--- src/rtl/fumpy_pkg.sv ---
// Shared types and default sizes for the result-unload path: FSM state encoding
// (also shown on the seg debug display) and word/byte geometry.
package fumpy_pkg;

  localparam int unsigned DATA_W_DEF     = 32;
  localparam int unsigned ADDR_W_DEF     = 8;
  localparam int unsigned RD_LAT_DEF     = 1;
  localparam int unsigned DIM_W          = 7;
  localparam int unsigned BYTES_PER_WORD = DATA_W_DEF / 8;

  typedef enum logic [3:0] {
    IDLE    = 4'd0,
    HDR_R   = 4'd1,
    WAIT_H0 = 4'd2,
    HDR_C   = 4'd3,
    WAIT_H1 = 4'd4,
    RD      = 4'd5,
    RD_WAIT = 4'd6,
    SEND    = 4'd7,
    WAIT_TX = 4'd8,
    FIN     = 4'd9
  } unload_state_t;

endpackage

--- src/rtl/fsm_result_unload_if.sv ---
// C-RAM read port plus UART TX byte handshake used by the result-unload FSM.
interface fsm_result_unload_if #(
  parameter int unsigned DATA_W = 32,
  parameter int unsigned ADDR_W = 8
);
  logic [ADDR_W-1:0] ram_c_rd_addr;
  logic [DATA_W-1:0] ram_c_rd_data;
  logic [7:0]        uart_tx_data;
  logic              uart_send_data;
  logic              uart_tx_done;

  modport master (
    output ram_c_rd_addr, uart_tx_data, uart_send_data,
    input  ram_c_rd_data, uart_tx_done
  );

  modport slave (
    input  ram_c_rd_addr, uart_tx_data, uart_send_data,
    output ram_c_rd_data, uart_tx_done
  );
endinterface

--- src/rtl/fsm_result_unload_byte_serializer.sv ---
// Holds one result word and presents it MSB byte first; each advance moves to the
// next byte and last_c flags the final byte of the word.
module fsm_result_unload_byte_serializer
  import fumpy_pkg::*;
#(
  parameter int unsigned DATA_W = DATA_W_DEF,
  parameter int unsigned NBYTES = BYTES_PER_WORD
) (
  input  logic              clk,
  input  logic              rst_n,
  input  logic              load,
  input  logic [DATA_W-1:0] load_word,
  input  logic              advance,
  output logic [7:0]        next_byte_c,
  output logic              last_c
);

  localparam int unsigned IDX_W = (NBYTES > 1) ? $clog2(NBYTES) : 1;

  logic [DATA_W-1:0] word_q, word_d;
  logic [IDX_W-1:0]  idx_q, idx_d;
  logic [DATA_W-1:0] shifted_c;

  always_comb begin
    word_d = word_q;
    idx_d  = idx_q;
    if (load) begin
      word_d = load_word;
      idx_d  = '0;
    end else if (advance) begin
      word_d = word_q << 8;
      idx_d  = idx_q + IDX_W'(1);
    end
  end

  always_ff @(posedge clk or negedge rst_n) begin
    if (!rst_n) begin
      word_q <= '0;
      idx_q  <= '0;
    end else begin
      word_q <= word_d;
      idx_q  <= idx_d;
    end
  end

  // Byte that becomes current after the next advance.
  assign shifted_c   = word_q << 8;
  assign next_byte_c = shifted_c[DATA_W-1 -: 8];
  assign last_c      = (idx_q == IDX_W'(NBYTES - 1));

endmodule

--- src/rtl/fsm_result_unload.sv ---
// Streams the result matrix C out over the UART TX byte interface: a rows/cols header
// followed by every word of C in row-major order, MSB byte first.
module fsm_result_unload
  import fumpy_pkg::*;
#(
  parameter int unsigned DATA_W = DATA_W_DEF,
  parameter int unsigned ADDR_W = ADDR_W_DEF,
  parameter int unsigned RD_LAT = RD_LAT_DEF
) (
  input  logic             clk,
  input  logic             rst_n,
  input  logic             start,
  input  logic [DIM_W-1:0] n_rows,
  input  logic [DIM_W-1:0] n_cols,
  fsm_result_unload_if.master bus,
  output logic             busy,
  output logic             unload_done,
  output logic [3:0]       state_val
);

  localparam int unsigned PROD_W = 2 * DIM_W;
  localparam int unsigned CNT_W  = (ADDR_W + 1 > PROD_W) ? ADDR_W + 1 : PROD_W;
  localparam int unsigned LAT_W  = 2;
  localparam logic [CNT_W-1:0] MAX_WORDS = CNT_W'(1) << ADDR_W;

  unload_state_t     state_q, state_d;
  logic              start_q, start_d;
  logic [DIM_W-1:0]  rows_q, rows_d, cols_q, cols_d;
  logic [ADDR_W-1:0] word_idx_q, word_idx_d;
  logic [LAT_W-1:0]  lat_cnt_q, lat_cnt_d;
  logic [ADDR_W-1:0] addr_q, addr_d;
  logic [7:0]        tx_data_q, tx_data_d;
  logic              send_q, send_d;
  logic              busy_q, busy_d;
  logic              done_q, done_d;

  logic              ser_load_c, ser_adv_c, ser_last_c;
  logic [7:0]        ser_next_byte_c;
  logic [PROD_W-1:0] prod_c;
  logic [CNT_W-1:0]  total_c;
  logic              word_last_c;

  fsm_result_unload_byte_serializer #(
    .DATA_W (DATA_W),
    .NBYTES (DATA_W / 8)
  ) u_ser (
    .clk         (clk),
    .rst_n       (rst_n),
    .load        (ser_load_c),
    .load_word   (bus.ram_c_rd_data),
    .advance     (ser_adv_c),
    .next_byte_c (ser_next_byte_c),
    .last_c      (ser_last_c)
  );

  // Word count, clamped to what the C-RAM can address.
  always_comb begin
    prod_c      = PROD_W'(rows_q) * PROD_W'(cols_q);
    total_c     = (CNT_W'(prod_c) > MAX_WORDS) ? MAX_WORDS : CNT_W'(prod_c);
    word_last_c = (CNT_W'(word_idx_q) == total_c - CNT_W'(1));
  end

  always_comb begin
    state_d    = state_q;
    start_d    = start;
    rows_d     = rows_q;
    cols_d     = cols_q;
    word_idx_d = word_idx_q;
    lat_cnt_d  = lat_cnt_q;
    addr_d     = addr_q;
    tx_data_d  = tx_data_q;
    ser_load_c = 1'b0;
    ser_adv_c  = 1'b0;

    case (state_q)
      IDLE: begin
        if (start && !start_q) begin
          rows_d     = n_rows;
          cols_d     = n_cols;
          word_idx_d = '0;
          tx_data_d  = {1'b0, n_rows};
          state_d    = HDR_R;
        end
      end
      HDR_R:   state_d = WAIT_H0;
      WAIT_H0: begin
        if (bus.uart_tx_done) begin
          tx_data_d = {1'b0, cols_q};
          state_d   = HDR_C;
        end
      end
      HDR_C:   state_d = WAIT_H1;
      WAIT_H1: begin
        if (bus.uart_tx_done) begin
          if (total_c == '0) begin
            state_d = FIN;
          end else begin
            addr_d  = word_idx_q;
            state_d = RD;
          end
        end
      end
      RD: begin
        lat_cnt_d = '0;
        state_d   = RD_WAIT;
      end
      // Address is stable during RD, so data lands RD_LAT cycles into RD_WAIT.
      RD_WAIT: begin
        if (lat_cnt_q == LAT_W'(RD_LAT - 1)) begin
          ser_load_c = 1'b1;
          tx_data_d  = bus.ram_c_rd_data[DATA_W-1 -: 8];
          state_d    = SEND;
        end else begin
          lat_cnt_d = lat_cnt_q + LAT_W'(1);
        end
      end
      SEND:    state_d = WAIT_TX;
      WAIT_TX: begin
        if (bus.uart_tx_done) begin
          if (!ser_last_c) begin
            ser_adv_c = 1'b1;
            tx_data_d = ser_next_byte_c;
            state_d   = SEND;
          end else if (!word_last_c) begin
            word_idx_d = word_idx_q + ADDR_W'(1);
            addr_d     = word_idx_q + ADDR_W'(1);
            state_d    = RD;
          end else begin
            state_d = FIN;
          end
        end
      end
      FIN:     state_d = IDLE;
      default: state_d = IDLE;
    endcase

    send_d = (state_d == HDR_R) || (state_d == HDR_C) || (state_d == SEND);
    busy_d = (state_d != IDLE);
    done_d = (state_d == FIN);
  end

  always_ff @(posedge clk or negedge rst_n) begin
    if (!rst_n) begin
      state_q    <= IDLE;
      start_q    <= 1'b0;
      rows_q     <= '0;
      cols_q     <= '0;
      word_idx_q <= '0;
      lat_cnt_q  <= '0;
      addr_q     <= '0;
      tx_data_q  <= '0;
      send_q     <= 1'b0;
      busy_q     <= 1'b0;
      done_q     <= 1'b0;
    end else begin
      state_q    <= state_d;
      start_q    <= start_d;
      rows_q     <= rows_d;
      cols_q     <= cols_d;
      word_idx_q <= word_idx_d;
      lat_cnt_q  <= lat_cnt_d;
      addr_q     <= addr_d;
      tx_data_q  <= tx_data_d;
      send_q     <= send_d;
      busy_q     <= busy_d;
      done_q     <= done_d;
    end
  end

  assign bus.ram_c_rd_addr  = addr_q;
  assign bus.uart_tx_data   = tx_data_q;
  assign bus.uart_send_data = send_q;
  assign busy               = busy_q;
  assign unload_done        = done_q;
  assign state_val          = state_q;

endmodule

--- src/flat_wrapper.sv ---
// flat-port wrapper written by rule: the top's interface ports become plain ports
module fsm_result_unload_flat import fumpy_pkg::*;
#(
  parameter int unsigned DATA_W = DATA_W_DEF,
  parameter int unsigned ADDR_W = ADDR_W_DEF,
  parameter int unsigned RD_LAT = RD_LAT_DEF
)
  (clk, rst_n, start, n_rows, n_cols, busy, unload_done, state_val, bus_ram_c_rd_addr, bus_uart_tx_data, bus_uart_send_data, bus_ram_c_rd_data, bus_uart_tx_done);
  fsm_result_unload_if #(.DATA_W(DATA_W), .ADDR_W(ADDR_W)) bus_i ();
  input  logic clk;
  input  logic rst_n;
  input  logic start;
  input  logic [DIM_W-1:0] n_rows;
  input  logic [DIM_W-1:0] n_cols;
  output logic busy;
  output logic unload_done;
  output logic [3:0] state_val;
  output wire logic [$bits(bus_i.ram_c_rd_addr)-1:0] bus_ram_c_rd_addr;
  output wire logic [$bits(bus_i.uart_tx_data)-1:0] bus_uart_tx_data;
  output wire logic [$bits(bus_i.uart_send_data)-1:0] bus_uart_send_data;
  input wire logic [$bits(bus_i.ram_c_rd_data)-1:0] bus_ram_c_rd_data;
  input wire logic [$bits(bus_i.uart_tx_done)-1:0] bus_uart_tx_done;
  assign bus_ram_c_rd_addr = bus_i.ram_c_rd_addr;
  assign bus_uart_tx_data = bus_i.uart_tx_data;
  assign bus_uart_send_data = bus_i.uart_send_data;
  assign bus_i.ram_c_rd_data = bus_ram_c_rd_data;
  assign bus_i.uart_tx_done = bus_uart_tx_done;
  fsm_result_unload #(.DATA_W(DATA_W), .ADDR_W(ADDR_W), .RD_LAT(RD_LAT)) u_core (.clk(clk), .rst_n(rst_n), .start(start), .n_rows(n_rows), .n_cols(n_cols), .bus(bus_i), .busy(busy), .unload_done(unload_done), .state_val(state_val));
endmodule
--- config.mk ---
export PLATFORM = sky130hd
export DESIGN_NAME = fsm_result_unload_flat
export DESIGN_NICKNAME = d
export VERILOG_FILES = /design/src/rtl/fumpy_pkg.sv /design/src/rtl/fsm_result_unload_if.sv /design/src/rtl/fsm_result_unload_byte_serializer.sv /design/src/rtl/fsm_result_unload.sv /design/src/flat_wrapper.sv
export SDC_FILE = /design/constraint.sdc
export NUM_CORES = 1
export LEC_CHECK = 0
export ABC_AREA = 1
export CAP_MARGIN = 20
export CORE_MARGIN = 10
export CORE_UTILIZATION = 60
export DETAILED_ROUTE_END_ITERATION = 10
export PLACE_DENSITY = 0.85
export REMOVE_ABC_BUFFERS = 1
export SETUP_SLACK_MARGIN = 0.05
export SYNTH_ARGS = -nofsm -noshare
export SYNTH_HDL_FRONTEND = slang
export SYNTH_SLANG_ARGS = --single-unit
--- constraint.sdc ---
create_clock -name clk -period 13.25 [get_ports clk]
set_input_delay 2.65 -clock clk [delete_from_list [all_inputs] [get_ports clk]]
set_output_delay 2.65 -clock clk [all_outputs]
set_load 0.05 [all_outputs]
## Yosys cells after proc, flatten, opt, wreduce, memory -nomap -nowiden

Index checks and enable logic that the tools add are counted.

- Register bits: 74
- Input port bits: 50
- Output and inout port bits: 23
- Logic and storage cells: 96

- Add/sub/neg operators: 4
- $mul: 1
- Magnitude comparators: 1
- Equal/unequal tests: 24
- Mux-type cells: 35
- Reduce and logical (&&, ||, !) cells: 18

Operators with widths:

| cell | count |
|---|---|
| $mux 8 | 11 |
| $mux 24 | 2 |
| $pmux 4 s9 | 1 |
| $mux 4 | 8 |
| $pmux 8 s2 | 2 |
| $pmux 8 s4 | 1 |
| $eq 4x3->1 const B | 5 |
| $eq 8x14->1 | 1 |
| $gt 14x9->1 const B | 1 |
| $logic_not 14->1 | 1 |
| $mul 7x7->14 | 1 |
| $mux 14 | 1 |
| $ne 2x2->1 const B | 7 |
| $sub 14x1->14 const B | 1 |
| $eq 4x2->1 const B | 3 |
| $reduce_and 6->1 | 2 |
| $add 8x1->8 const B | 1 |
| $eq 4x1->1 const B | 2 |
| $eq 4x4->1 const B | 2 |
| $reduce_bool 2->1 | 4 |
| $reduce_bool 4->1 | 2 |
| $mux 2 | 3 |
| $ne 2x1->1 const B | 3 |
| $mux 1 | 5 |
| other kinds (10) | 13 |

## Logic depth before layout (Yosys ltp)

- Depth in word-level cells: 12
- Mapped depth: 39
- Depth with buffers taken out: 37

## Hierarchy

Synthesis repeated with hierarchy kept, for this count alone.

- Cell total of the unflattened synthesis: 813
- Area total of the unflattened synthesis: 5,947.0 µm²

Modules (own cells, without submodules):

| module | times used | cells an instance | area an instance (µm²) | seq. area each (µm²) |
|---|---|---|---|---|
| fsm_result_unload | 1 | 674 | 4,725.8 | 1,201.2 |
| fsm_result_unload_byte_serializer | 1 | 139 | 1,221.2 | 650.6 |

## Least setup slack after synthesis

OpenSTA, ideal clock, no wires.

- Path kind: register to register
- Start: register u_core.cols_q[6]
- End: register u_core.word_idx_q[4]
- Setup time: 126 ps
- Arrival time: 5,422 ps
- Data required time: 13,124 ps
- Path slack: 7,702 ps
- Cell stages (with the launch flop): 34
- Buffers on the path: 3
- Clock period less this slack: 5,548 ps
- Cells stage by stage: dfrtp_1 > clkbuf_1 > nand2_1 > fa_1 > fa_1 > inv_1 > fa_1 > inv_1 > fa_1 > inv_1 > ha_1 > nand2_1 > nand2_1 > inv_1 > nand2_1 > nand2_1 > nand3_1 > nand2_1 > nand2_1 > nor2_2 > nand2_2 > nor2_4 > buf_6 > nand2_1 > ha_1 > xor2_1 > nand3_1 > nor2_1 > nand3_1 > nor2_2 > nand3_2 > nand2_4 > buf_6 > a21oi_1

- Cells in the longest elaborated chain, start to end: 7

Ends and longest elaborated chain:

| item | RTL line | source |
|---|---|---|
| from (decl) | fsm_result_unload.sv:28 | `logic [DIM_W-1:0] rows_q, rows_d, cols_q, cols_d;` |
| from (signal assigned) | fsm_result_unload.sv:159 | `cols_q <= cols_d;` |
| $mul 7x7->14 * | fsm_result_unload.sv:58 | `prod_c = PROD_W'(rows_q) * PROD_W'(cols_q);` |
| $gt 14x9->1 | fsm_result_unload.sv:59 | `total_c = (CNT_W'(prod_c) > MAX_WORDS) ? MAX_WORDS : CNT_W'(prod_c);` |
| $mux 14 * | fsm_result_unload.sv:59 |  |
| $sub 14x1->14 * | fsm_result_unload.sv:60 | `word_last_c = (CNT_W'(word_idx_q) == total_c - CNT_W'(1));` |
| $eq 8x14->1 * | fsm_result_unload.sv:60 |  |
| $ne 2x2->1 (no source line) * | - |  |
| $reduce_and 5->1 (no source line) * | - |  |
| to (signal assigned) | fsm_result_unload.sv:160 | `word_idx_q <= word_idx_d;` |
| to (decl) | fsm_result_unload.sv:29 | `logic [ADDR_W-1:0] word_idx_q, word_idx_d;` |

Mark *: on every way between the ends. The rest lies on a longest branch, timed or not.
A chain may end at the register's enable or synchronous reset.

## Worst setup path in the final report

- Start: register u_core.cols_q[6]
- End: register u_core.word_idx_q[5]

The elaborated chain is that of the path after synthesis.

==> summary.md <==
| Metric | Value |
|---|---|
| Io pins | 73 |
| GRT overflow | 0 |
| Part of the cycle the worst path needs | 0.464 |
| Die width | 119 um |
| Layout cells sized above 1 | 0.0651 |
| Clk_lat worst skew | 370 ps |
| TritonCTS clock tree | built |
| CP max stage delay | between 500 and 600 ps |
| Reg2reg path depth | 31 |
| Ys flop type | dfrtp_1 |
| Clk pin slew, worst setup/hold paths | 90 ps |
| # setup viols final | 0 |
| Postcts setup bufs | 0 |
| Total GRT Usage | 0.209 |
| Setup Skew | 13.6 ps |
| Post-synth EDFFs | 0 |
| WP data required | 13,540 ps |
| Port Buffers | 72 |
| Total CTS buffers | 9 |
| Crit Path Category | reg -> reg |
| Height of the die | 119 um |
| Antenna cell count | 0 |
| Syn avg cell area | 7.22 um^2 |
| Remaining DRCs | 0 |
| Crit path max fanout | 16 |
| Cells after Synth | 814 |
| Max Cap Viol | 0 |
| Cell Area, Synth | 5880 um^2 |
| DR vias | between 5,000 and 6,000 |
| Per-cell routed wire length | 14.3 um |
| Clock root cell | clkbuf_8 |
| Actual slew at the worst max-slew pin | 915 ps |
| Global-route wire length before repair | approximately 25 mm |
| Final wirelength | 14.4 mm |
| Yosys top cell by area | dfrtp_1 |
| CTS H-tree lvls | 3 |
| Slew Limit Fails | 0 |
| Final Hold Vio Count | 0 |
| Final min period | 6150 ps |
| Yosys warning count | 0 |
| Max frequency | 163 MHz |
| Largest net degree at the start of global routing | 75 |
| Core area | 9640 um^2 |
| Sum Neg Setup Slack | 0 ps |
| Ranking of synthesized cells by area | dfrtp_1 (31%), nand2_1 (16%), inv_1 (8.4%) |
| Synth cell types | 37 |
| Area share of the largest cell type after synthesis | 0.315 |
| Nets@finish | 981 |
| Clock Sink Count | 74 |
| Final HPWL DP | 11.4 mm |
| Layout area overhead | 16.6% |
| Sequential area share after synthesis | 0.315 |
| Worst min path class | reg -> reg |
| Critical path endpoint category | flop |
| Num rows | 36 |
| Initial Util | 0.610 |
| Slew headroom | 0.390 |
| TritonRoute pass-1 iters | 5 |
| Most used cell, CP | nand2_1 |
| Final RePlAce weighted congestion | ~0.95 |
| Post-CTS Resized | 0 |
| Post-route ant nets | 0 |
| Vias/cell | ~5.3 |
| RSZ-0062 raised after global routing | no |
| CTS max path bufs | 2 |
| #FFs+latches synth | 74 |
| Full die area | 14,200 um^2 |
| CP max stage cell | fa_1 |
| Async SR Flop Fraction | 1.00 |
| Cts hold-fix bufs | 0 |
| Status | finished, final reports clean |
| Setup crit start kind | flop |
| Min-Delay Path Depth | 2 |
| Vias in the first global route | 5,522 |
| Antenna violations before repair | 0 |
| DR iter-0 viols | 362 |
| WP data arrival | 6440 ps |
## worst max-delay path: cells and delay by family (launching register included)
kind / cells / cell delay [ps]
buffers and inverters: 4 / 250
AND/OR/NAND/NOR: 19 / 2190
adder cells (fa/ha/maj): 6 / 2750
AO/OA/AOI/OAI: 2 / 370
flip-flops: 1 / 530
## cell usage after synthesis (2+ instances only)
library cell  count
nand2_2           7
o22ai_1           3
nand2_4           3
ha_1             37
a221oi_1          5
buf_6             4
buf_2             2
o21bai_1          3
dfrtp_1          74
fa_1             24
a31oi_1          12
nor2_2            7
o21ai_2           2
o21ai_0          41
xor2_1            2
inv_1           132
o21ai_1           2
nand4_1           9
nand3b_1          2
a22o_1            2
clkinv_1          3
nand3_2           4
nor3_1            5
mux2_2           13
nand3_1          42
a21oi_1          25
nor2_1           65
nand2_1         255
clkbuf_1         21
## path summary, 6_finish.rpt
kind                                                to  slack, ps                        start
setup / recovery                  u_core.word_idx_q[5]       7100             u_core.cols_q[6]
hold / removal             u_core.bus.ram_c_rd_addr[6]        480  u_core.bus.ram_c_rd_addr[6]
setup reg to reg                  u_core.word_idx_q[5]       7100             u_core.cols_q[6]
hold reg to reg            u_core.bus.ram_c_rd_addr[6]        480  u_core.bus.ram_c_rd_addr[6]
max in group asynchronous             u_core.cols_q[4]      10230                        rst_n
min in group asynchronous         u_core.word_idx_q[5]       2390                        rst_n
## placed cells by master (no fill, tap or decap), types with 13 or more instances in the layout
cell,count
dfrtp_1,74
o21ai_0,41
nand2_1,255
clkdlybuf4s50_1,71
fa_1,24
ha_1,37
nor2_1,64
mux2_2,13
inv_1,132
a21oi_1,25
nand3_1,42
## registers in the layout, indices dropped and copies added (netlist names)
register,count
u_core.state_val,4
u_core.u_ser.word_q,24
u_core.cols_q,7
u_core.start_q,1
u_core.lat_cnt_q,2
u_core.u_ser.idx_q,2
u_core.word_idx_q,8
u_core.busy,1
u_core.bus.uart_send_data,1
u_core.bus.uart_tx_data,8
u_core.rows_q,7
u_core.bus.ram_c_rd_addr,8
u_core.unload_done,1
## cell families (layout without fill, tap and decap cells)
family | after synthesis | after routing | share of synthesized area
xor+xnor | 3 | 3 | 0.00447
flops | 74 | 74 | 0.315
mux | 13 | 13 | 0.0249
fa+ha+maj | 61 | 61 | 0.160
simple gates | 401 | 401 | 0.287
buf+inv | 163 | 224 | 0.110
compound gates | 99 | 99 | 0.0985
## layout make-up
type	instances	area [um^2]
Clock buffer	9	124
Clock inverter	7	93.8
Fill cell	750	2790
Inverter	135	507
Multi-Input combinational cell	577	3390
Sequential cell	74	1850
Tap cell	133	166
Timing Repair Buffer	73	726
## routing by layer
metal,part of all wire,global-route usage
met1,0.42,0.254
met3,0.059,0.0491
met5,0,0
met4,0.024,0.0809
met2,0.49,0.353
## stage by stage
| stage | hold WS, ps | utilization | instance area (um^2) | std cells | setup WS, ps |
|---|---|---|---|---|---|
| after global placement | 463 | 0.688 | 6640 | 992 | 7400 |
| after floorplan | 453 | - | 5740 | 786 | 7750 |
| after CTS | 482 | 0.711 | 6850 | 1008 | 7120 |
| after detailed placement | 463 | 0.688 | 6640 | 992 | 7120 |
| final | 475 | 0.711 | 6850 | 1008 | 7100 |
| after global routing | 508 | 0.711 | 6850 | 1008 | 6500 |
Power is left out: the tool's default activity adds up to more than one toggle a clock period on the data nets, which glitch-free logic cannot reach.
